==> config.mk <==
export PLATFORM = sky130hd
export DESIGN_NAME = instr_cache_controller
export DESIGN_NICKNAME = d
export VERILOG_FILES = /design/src/rtl/instr_cache_controller.sv
export SDC_FILE = /design/constraint.sdc
export NUM_CORES = 1
export LEC_CHECK = 0
export ABC_AREA = 0
export CORE_AREA = 2 2 126 128
export DETAILED_ROUTE_END_ITERATION = 10
export DIE_AREA = 0 0 128 130
export DONT_BUFFER_PORTS = 1
export PLACE_DENSITY = 0.36
export SYNTH_ARGS = -nofsm -noshare
export SYNTH_HDL_FRONTEND = slang
export SYNTH_SLANG_ARGS = --single-unit
==> constraint.sdc <==
create_clock -name clk -period 6.9 [get_ports clk]
set_clock_uncertainty 0.2 [all_clocks]
set_input_delay 1.38 -clock clk [delete_from_list [all_inputs] [get_ports clk]]
set_output_delay 1.38 -clock clk [all_outputs]
set_load 0.005 [all_outputs]
==> src/rtl/instr_cache_controller.sv <==
// -----------------------------------------------------------------------------
// instr_cache_controller
//
// Miss-handling controller for a direct-mapped instruction cache. It looks up
// each fetch address through the cache array's combinational read port. A hit
// returns the instruction in the same cycle. A miss stalls fetch and refills
// the whole line from main memory over a req/ack handshake. It then spends one
// re-lookup cycle (RESUME) before returning to IDLE.
//
// Parameters
//   LINE_WORDS : words per refill line (power of two, 1..16)
//   TAG_W      : tag width; tag = a[31:32-TAG_W]
//
// Optional feature
//   ICACHE_STATS_EN : when defined, builds 32-bit hit/miss counters. When
//                     undefined, hit_count/miss_count are tied to zero.
//
// Ports
//   clk, reset_n            : clock, asynchronous active-low reset
//   req, pc                 : fetch request and byte address
//   instr, instr_valid      : fetched instruction (combinational on hit)
//   stall                   : fetch must hold pc/req
//   cache_a                 : cache array address (read and write)
//   cache_rv/rtag/rd        : cache array read valid, tag and data
//   cache_we/wtag/wvalid/wd : cache array write strobe and payload
//   mem_req/addr            : main-memory read request and word address
//   mem_ack/rdata           : main-memory acknowledge and data
//   hit_count, miss_count   : statistics counters
// -----------------------------------------------------------------------------
module instr_cache_controller #(
  parameter int unsigned LINE_WORDS = 4,
  parameter int unsigned TAG_W      = 14
) (
  input  logic             clk,
  input  logic             reset_n,
  input  logic             req,
  input  logic [31:0]      pc,
  output logic [31:0]      instr,
  output logic             instr_valid,
  output logic             stall,
  output logic [31:0]      cache_a,
  input  logic             cache_rv,
  input  logic [TAG_W-1:0] cache_rtag,
  input  logic [31:0]      cache_rd,
  output logic             cache_we,
  output logic [TAG_W-1:0] cache_wtag,
  output logic             cache_wvalid,
  output logic [31:0]      cache_wd,
  output logic             mem_req,
  output logic [31:0]      mem_addr,
  input  logic             mem_ack,
  input  logic [31:0]      mem_rdata,
  output logic [31:0]      hit_count,
  output logic [31:0]      miss_count
);

  localparam int unsigned CNT_W     = (LINE_WORDS > 1) ? $clog2(LINE_WORDS) : 1;
  localparam logic [31:0] LINE_MASK = 32'(4 * LINE_WORDS - 1);
  localparam logic [CNT_W-1:0] CNT_LAST = CNT_W'(LINE_WORDS - 1);

  typedef enum logic [1:0] {
    S_IDLE   = 2'd0,
    S_REFILL = 2'd1,
    S_RESUME = 2'd2
  } state_e;

  state_e           state_q, state_d;
  logic [CNT_W-1:0] cnt_q, cnt_d;
  logic [31:0]      miss_addr_q, miss_addr_d;

  logic [31:0] refill_addr;
  logic        last_word;
  logic        hit;

  // Address of the word currently being refilled (wraps modulo 2^32).
  assign refill_addr = miss_addr_q + {30'(cnt_q), 2'b00};
  assign last_word   = (cnt_q == CNT_LAST);

  // The array is addressed by the refill word during REFILL and by pc otherwise.
  assign cache_a = (state_q == S_REFILL) ? refill_addr : pc;

  // Hit test against the tag of the address currently presented to the array.
  assign hit = cache_rv && (cache_rtag == cache_a[31:32-TAG_W]);

  // State, word counter and line base registers.
  always_ff @(posedge clk or negedge reset_n) begin
    if (!reset_n) begin
      state_q     <= S_IDLE;
      cnt_q       <= '0;
      miss_addr_q <= '0;
    end else begin
      state_q     <= state_d;
      cnt_q       <= cnt_d;
      miss_addr_q <= miss_addr_d;
    end
  end

  // Next-state and output decode.
  always_comb begin
    state_d      = state_q;
    cnt_d        = cnt_q;
    miss_addr_d  = miss_addr_q;
    instr        = cache_rd;
    instr_valid  = 1'b0;
    stall        = 1'b0;
    mem_req      = 1'b0;
    mem_addr     = refill_addr;
    cache_we     = 1'b0;
    cache_wtag   = miss_addr_q[31:32-TAG_W];
    cache_wvalid = 1'b0;
    cache_wd     = mem_rdata;

    case (state_q)
      S_IDLE: begin
        if (req) begin
          if (hit) begin
            instr_valid = 1'b1;
          end else begin
            stall       = 1'b1;
            miss_addr_d = pc & ~LINE_MASK;
            cnt_d       = '0;
            state_d     = S_REFILL;
          end
        end
      end

      S_REFILL: begin
        // Only the last word writes valid=1, so an aborted refill leaves the
        // line invalid.
        stall        = 1'b1;
        mem_req      = 1'b1;
        cache_we     = mem_ack;
        cache_wvalid = last_word;
        if (mem_ack) begin
          if (last_word) begin
            state_d = S_RESUME;
          end else begin
            cnt_d = cnt_q + CNT_W'(1);
          end
        end
      end

      S_RESUME: begin
        // Re-lookup cycle: the array now holds the refilled line.
        stall   = 1'b1;
        state_d = S_IDLE;
      end

      default: begin
        state_d = S_IDLE;
      end
    endcase
  end

`ifdef ICACHE_STATS_EN
  logic        hit_evt;
  logic        miss_evt;
  logic [31:0] hit_count_q, miss_count_q;

  assign hit_evt  = (state_q == S_IDLE) && req && hit;
  assign miss_evt = (state_q == S_IDLE) && req && !hit;

  // Free-running statistics counters; they wrap naturally at 2^32.
  always_ff @(posedge clk or negedge reset_n) begin
    if (!reset_n) begin
      hit_count_q  <= '0;
      miss_count_q <= '0;
    end else begin
      if (hit_evt) begin
        hit_count_q <= hit_count_q + 32'd1;
      end
      if (miss_evt) begin
        miss_count_q <= miss_count_q + 32'd1;
      end
    end
  end

  assign hit_count  = hit_count_q;
  assign miss_count = miss_count_q;
`else
  assign hit_count  = '0;
  assign miss_count = '0;
`endif

endmodule

== Word-level counts from Yosys, hierarchy flattened ==
Cells that the tools add are included.
Word-level totals
  register bits after elaboration: 32
  output and inout port bits: 211
Cells by class
  $add $sub $neg: 2
  equal/unequal tests: 9
  reduce and logical (&&, ||, !) cells: 7
  multiplexer cells: 20
  bitwise logic cells: 1
Operators with widths (count)
  $add 32x4->32: 1
  $mux 32: 1
  $mux 2: 8
  $eq 14x14->1: 1
  $ne 2x2->1 const B: 5
  $mux 1: 8
  $pmux 2 s2: 2
  $reduce_and 5->1: 1
  $eq 2x2->1 const B: 2
  $reduce_and 4->1: 1
  $reduce_and 3->1: 1
  $add 2x1->2 const B: 1
  $eq 2x1->1 const B: 1
  $logic_not 2->1: 1
  $pmux 1 s2: 1
  $reduce_bool 2->1: 1
  $reduce_or 2->1: 1
  $logic_and 1x1->1: 1
  $not 1->1: 1

== Longest topological paths before layout ==
  word-level depth: 7
  mapped depth: 12

== Least setup slack after synthesis ==
OpenSTA, ideal clock, no wires.
  kind: input -> output
  start: in pc[22]
  end: out stall
  stages: 8
  path slack: 2.601 ns
  path buffers: 2
  arrival: 2.719 ns
  path through: mux2_2 xor2_1 nor4_2 nand4_1 nand3_2 buf_6 buf_12 a21oi_1
On the way
  longest elaborated chain between the ends: 6
RTL lines
  start: declaration: line 37  | input logic [31:0] pc,
  $mux 32: line 80  | assign cache_a = (state_q == S_REFILL) ? refill_addr : pc;
  $eq 14x14->1: line 83  | assign hit = cache_rv && (cache_rtag == cache_a[31:32-TAG_W]);
  $logic_and 1x1->1: line 83
  $mux 1: line 116  | if (hit) begin
  $mux 1: line 115  | if (req) begin
  $pmux 1 s2: line 113  | case (state_q)
  end: declaration: line 40  | output logic stall,
Every way passes these cells.

== Worst setup path after layout ==
  start: reg state_q[1]
  end: out stall
On the way
  longest elaborated chain between the ends: 7
RTL lines
  start: declaration: line 67  | state_e state_q, state_d;
  start signal: assignment: line 92  | state_q <= state_d;
  $eq 2x1->1: line 80
  $mux 32: line 80
  via cache_a[20]: line 41  | output logic [31:0] cache_a,
  $eq 14x14->1: line 83
  $logic_and 1x1->1: line 83
  $mux 1: line 116
  $mux 1: line 115
  $pmux 1 s2: line 113
The timed path passes the listed nets, and every way through them passes these cells.

==> metrics.yaml <==
synth_area_um2: 3090
cts_tree: "built"
final_cell_mix: "conb_1 (66), mux2_2 (42), dfrtp_1 (32)"
hpwlAfterDp_um: 5320
post_dp_cell_area_um2: 2430
fin_tns_setup_ns: 0
critical-path-top-delay-family: "simple AND/OR/NAND/NOR gates"
grt_max_degree: 33
hold_class: "reg -> reg"
die_area_um2: 16600
netlist_instances: 299
die_width_um: 128
cap_violations: 0
root_buffer: "clkbuf_16"
vias: 1514
fill_cells: 1726
endpoint_kind: "output port"
grtUsageTotal: 0.0837
crit_chain: "inv_1, ha_2, mux2_2, xor2_1, nor4_2, nand4_1, nand3_2, a21oi_1"
hold_viol: 0
synthDistinctLibCells: 34
synth_seq_cells: 32
ios: 326
grt_pass1_wl_um: 9670
clock_sinks: 32
cp_max_fo: 29
drt-wirelength-per-cell_um: 17.1
critical_path_class: "reg -> out"
rsz0062_at_grt: "false"
pwr_density_cell_nw_per_um2: 489
vdd_ir_drop_max_v: 0.000124
max_freq_mhz: 194
fin_nets: 341
drc: 0
finalSetupViolCount: 0
fin_crit_sh: 0.747
first_global_vias: 1525
syn_area_per_cell_um2: 10.3
post-route-min-period_ns: 5.15
fin_area_um2: 2590
htreeDepth: 2
cts_buffers: 5
slowest_delay_ns: 0.66
timing.critical_path.buf_inv: 1
cp.required_ns: 5.32
synth_top_area_frac: 0.353
ant_nets: 0
synth.area.top_cells: "buf_4 (35%), dfrtp_1 (26%), mux2_2 (15%)"
clkLatencyLatePin_ns: 0.29
coreArea_um2: 15400
postCtsSetupBuffers: 0
seq_area_frac_synth: 0.259
start_util: 0.200
status: "completed"
dp_slack_ns: 1.84
start_kind: "flip-flop"
worstPathArrival_ns: 3.57
clockBufferDepth: 2
worst-r2r-setup-slack_ns: 3.11
port-buffer-count: 0
gp_congestion: 0.643
slowest_stage: "nand3_2"
num_antenna_cells: 0
fp.dieH_um: 130
path_clk_slew_ns: 0.06
ys_warn_count: 0
viasPerCell: 3.66
hold_buffers: 0
slew_headroom: 0.369
synth_top_area_cell: "buf_4"
drive_above_1_share: 0.306
fp-row-count: 46
cts_resized: 0
drtIter0Drc: 22
antenna_found_initial: 1
gr-total-overflow: 0
total_leakage_power_uw: 0.00119
firstDrtPassIters: 3
worst_pin_slew_ns: 0.946
slew_violations: 0
mostFrequentLayoutCell: "conb_1"
setup_ws_ns: 1.75
drt_wl_total_um: 7090
syn_to_final_growth_pct: -15.9
[metal layers]
layer,up-vias,part of all wire,global-route usage
met5,-,0,0
li1,616,-,-
met4,0,0.045,0.0582
met2,155,0.47,0.132
met3,30,0.10,0.0381
met1,713,0.38,0.0896
[per-stage QoR]
step | utilization | total power [µW] | cells | hold slack (ns)
CTS | 0.168 | 1310 | 414 | 0.364
global route | 0.168 | 1380 | 414 | 0.387
detailed placement | 0.158 | 1030 | 406 | 0.342
floorplan | - | 1010 | 364 | 0.318
global placement | 0.158 | 1030 | 406 | 0.343
finish | 0.168 | 1270 | 414 | 0.361
[path summary, 6_finish.rpt]
path | to | from | cells past startpoint
min in group asynchronous | miss_addr_q[15] | reset_n | 0
max in group asynchronous | miss_addr_q[29] | reset_n | 0
max reg2reg | miss_addr_q[11] | state_q[1] | 8
min | miss_addr_q[8] | miss_addr_q[8] | 1
min reg2reg | miss_addr_q[8] | miss_addr_q[8] | 1
max | stall | state_q[1] | 8
[power breakdown]
group / internal, µW / switching (µW)
sequential: 284 / 123
clock: 170 / 94.7
combinational: 305 / 293
total: 760 / 510
[state kept, by name, indices dropped and copies added (netlist names)]
| register | count |
|---|---|
| state_q | 2 |
| cnt_q | 2 |
| miss_addr_q | 28 |
[Yosys cell counts]
library cell  number
conb_1             1
nor2_1             2
and3_1             3
buf_12             1
nand3_1            1
nor4b_1            1
and4b_1            1
mux2_1             1
buf_4            145
a21oi_1            3
xor2_1            11
nor4_2             2
clkbuf_1           2
nand2_1            1
a211o_1            1
inv_1              8
nand4_1            2
and2_1             2
a22oi_1            1
xnor2_1            3
nor4b_2            1
dfrtp_1           32
mux2_4            13
nor3_1             1
a221o_1            1
a31oi_1            1
nand3_2            1
nor2b_1            2
nand2b_1           1
mux2_2            42
ha_1               5
buf_6              3
mux2i_1            3
o211ai_1           1
[logic make-up (layout without fill, tap and decap cells)]
kind of cell               count (synthesis)  count (layout)  synth area share
xor gates and xnor gates                  14              14            0.0397
and+or+nand+nor                           21              21            0.0494
other                                      1              66           0.00121
adders and majority gates                  5               5            0.0203
AOI/OAI and AO/OA                          8               8            0.0178
muxes                                     59              59             0.230
buffers and inverters                    159              17             0.382
DFF                                       32              32             0.259
[final cells by class]
class | count | area (µm²) | area share
Clock buffer | 6 | 129 | 0.0497
Clock inverter | 2 | 35.0 | 0.0135
Inverter | 8 | 30.0 | 0.0116
Multi-Input combinational cell | 173 | 1350 | 0.521
Sequential cell | 32 | 801 | 0.309
Tap cell | 192 | 240 | 0.0926
Timing Repair Buffer | 1 | 7.51 | 0.00289
Power figures use the tool's default switching activity.
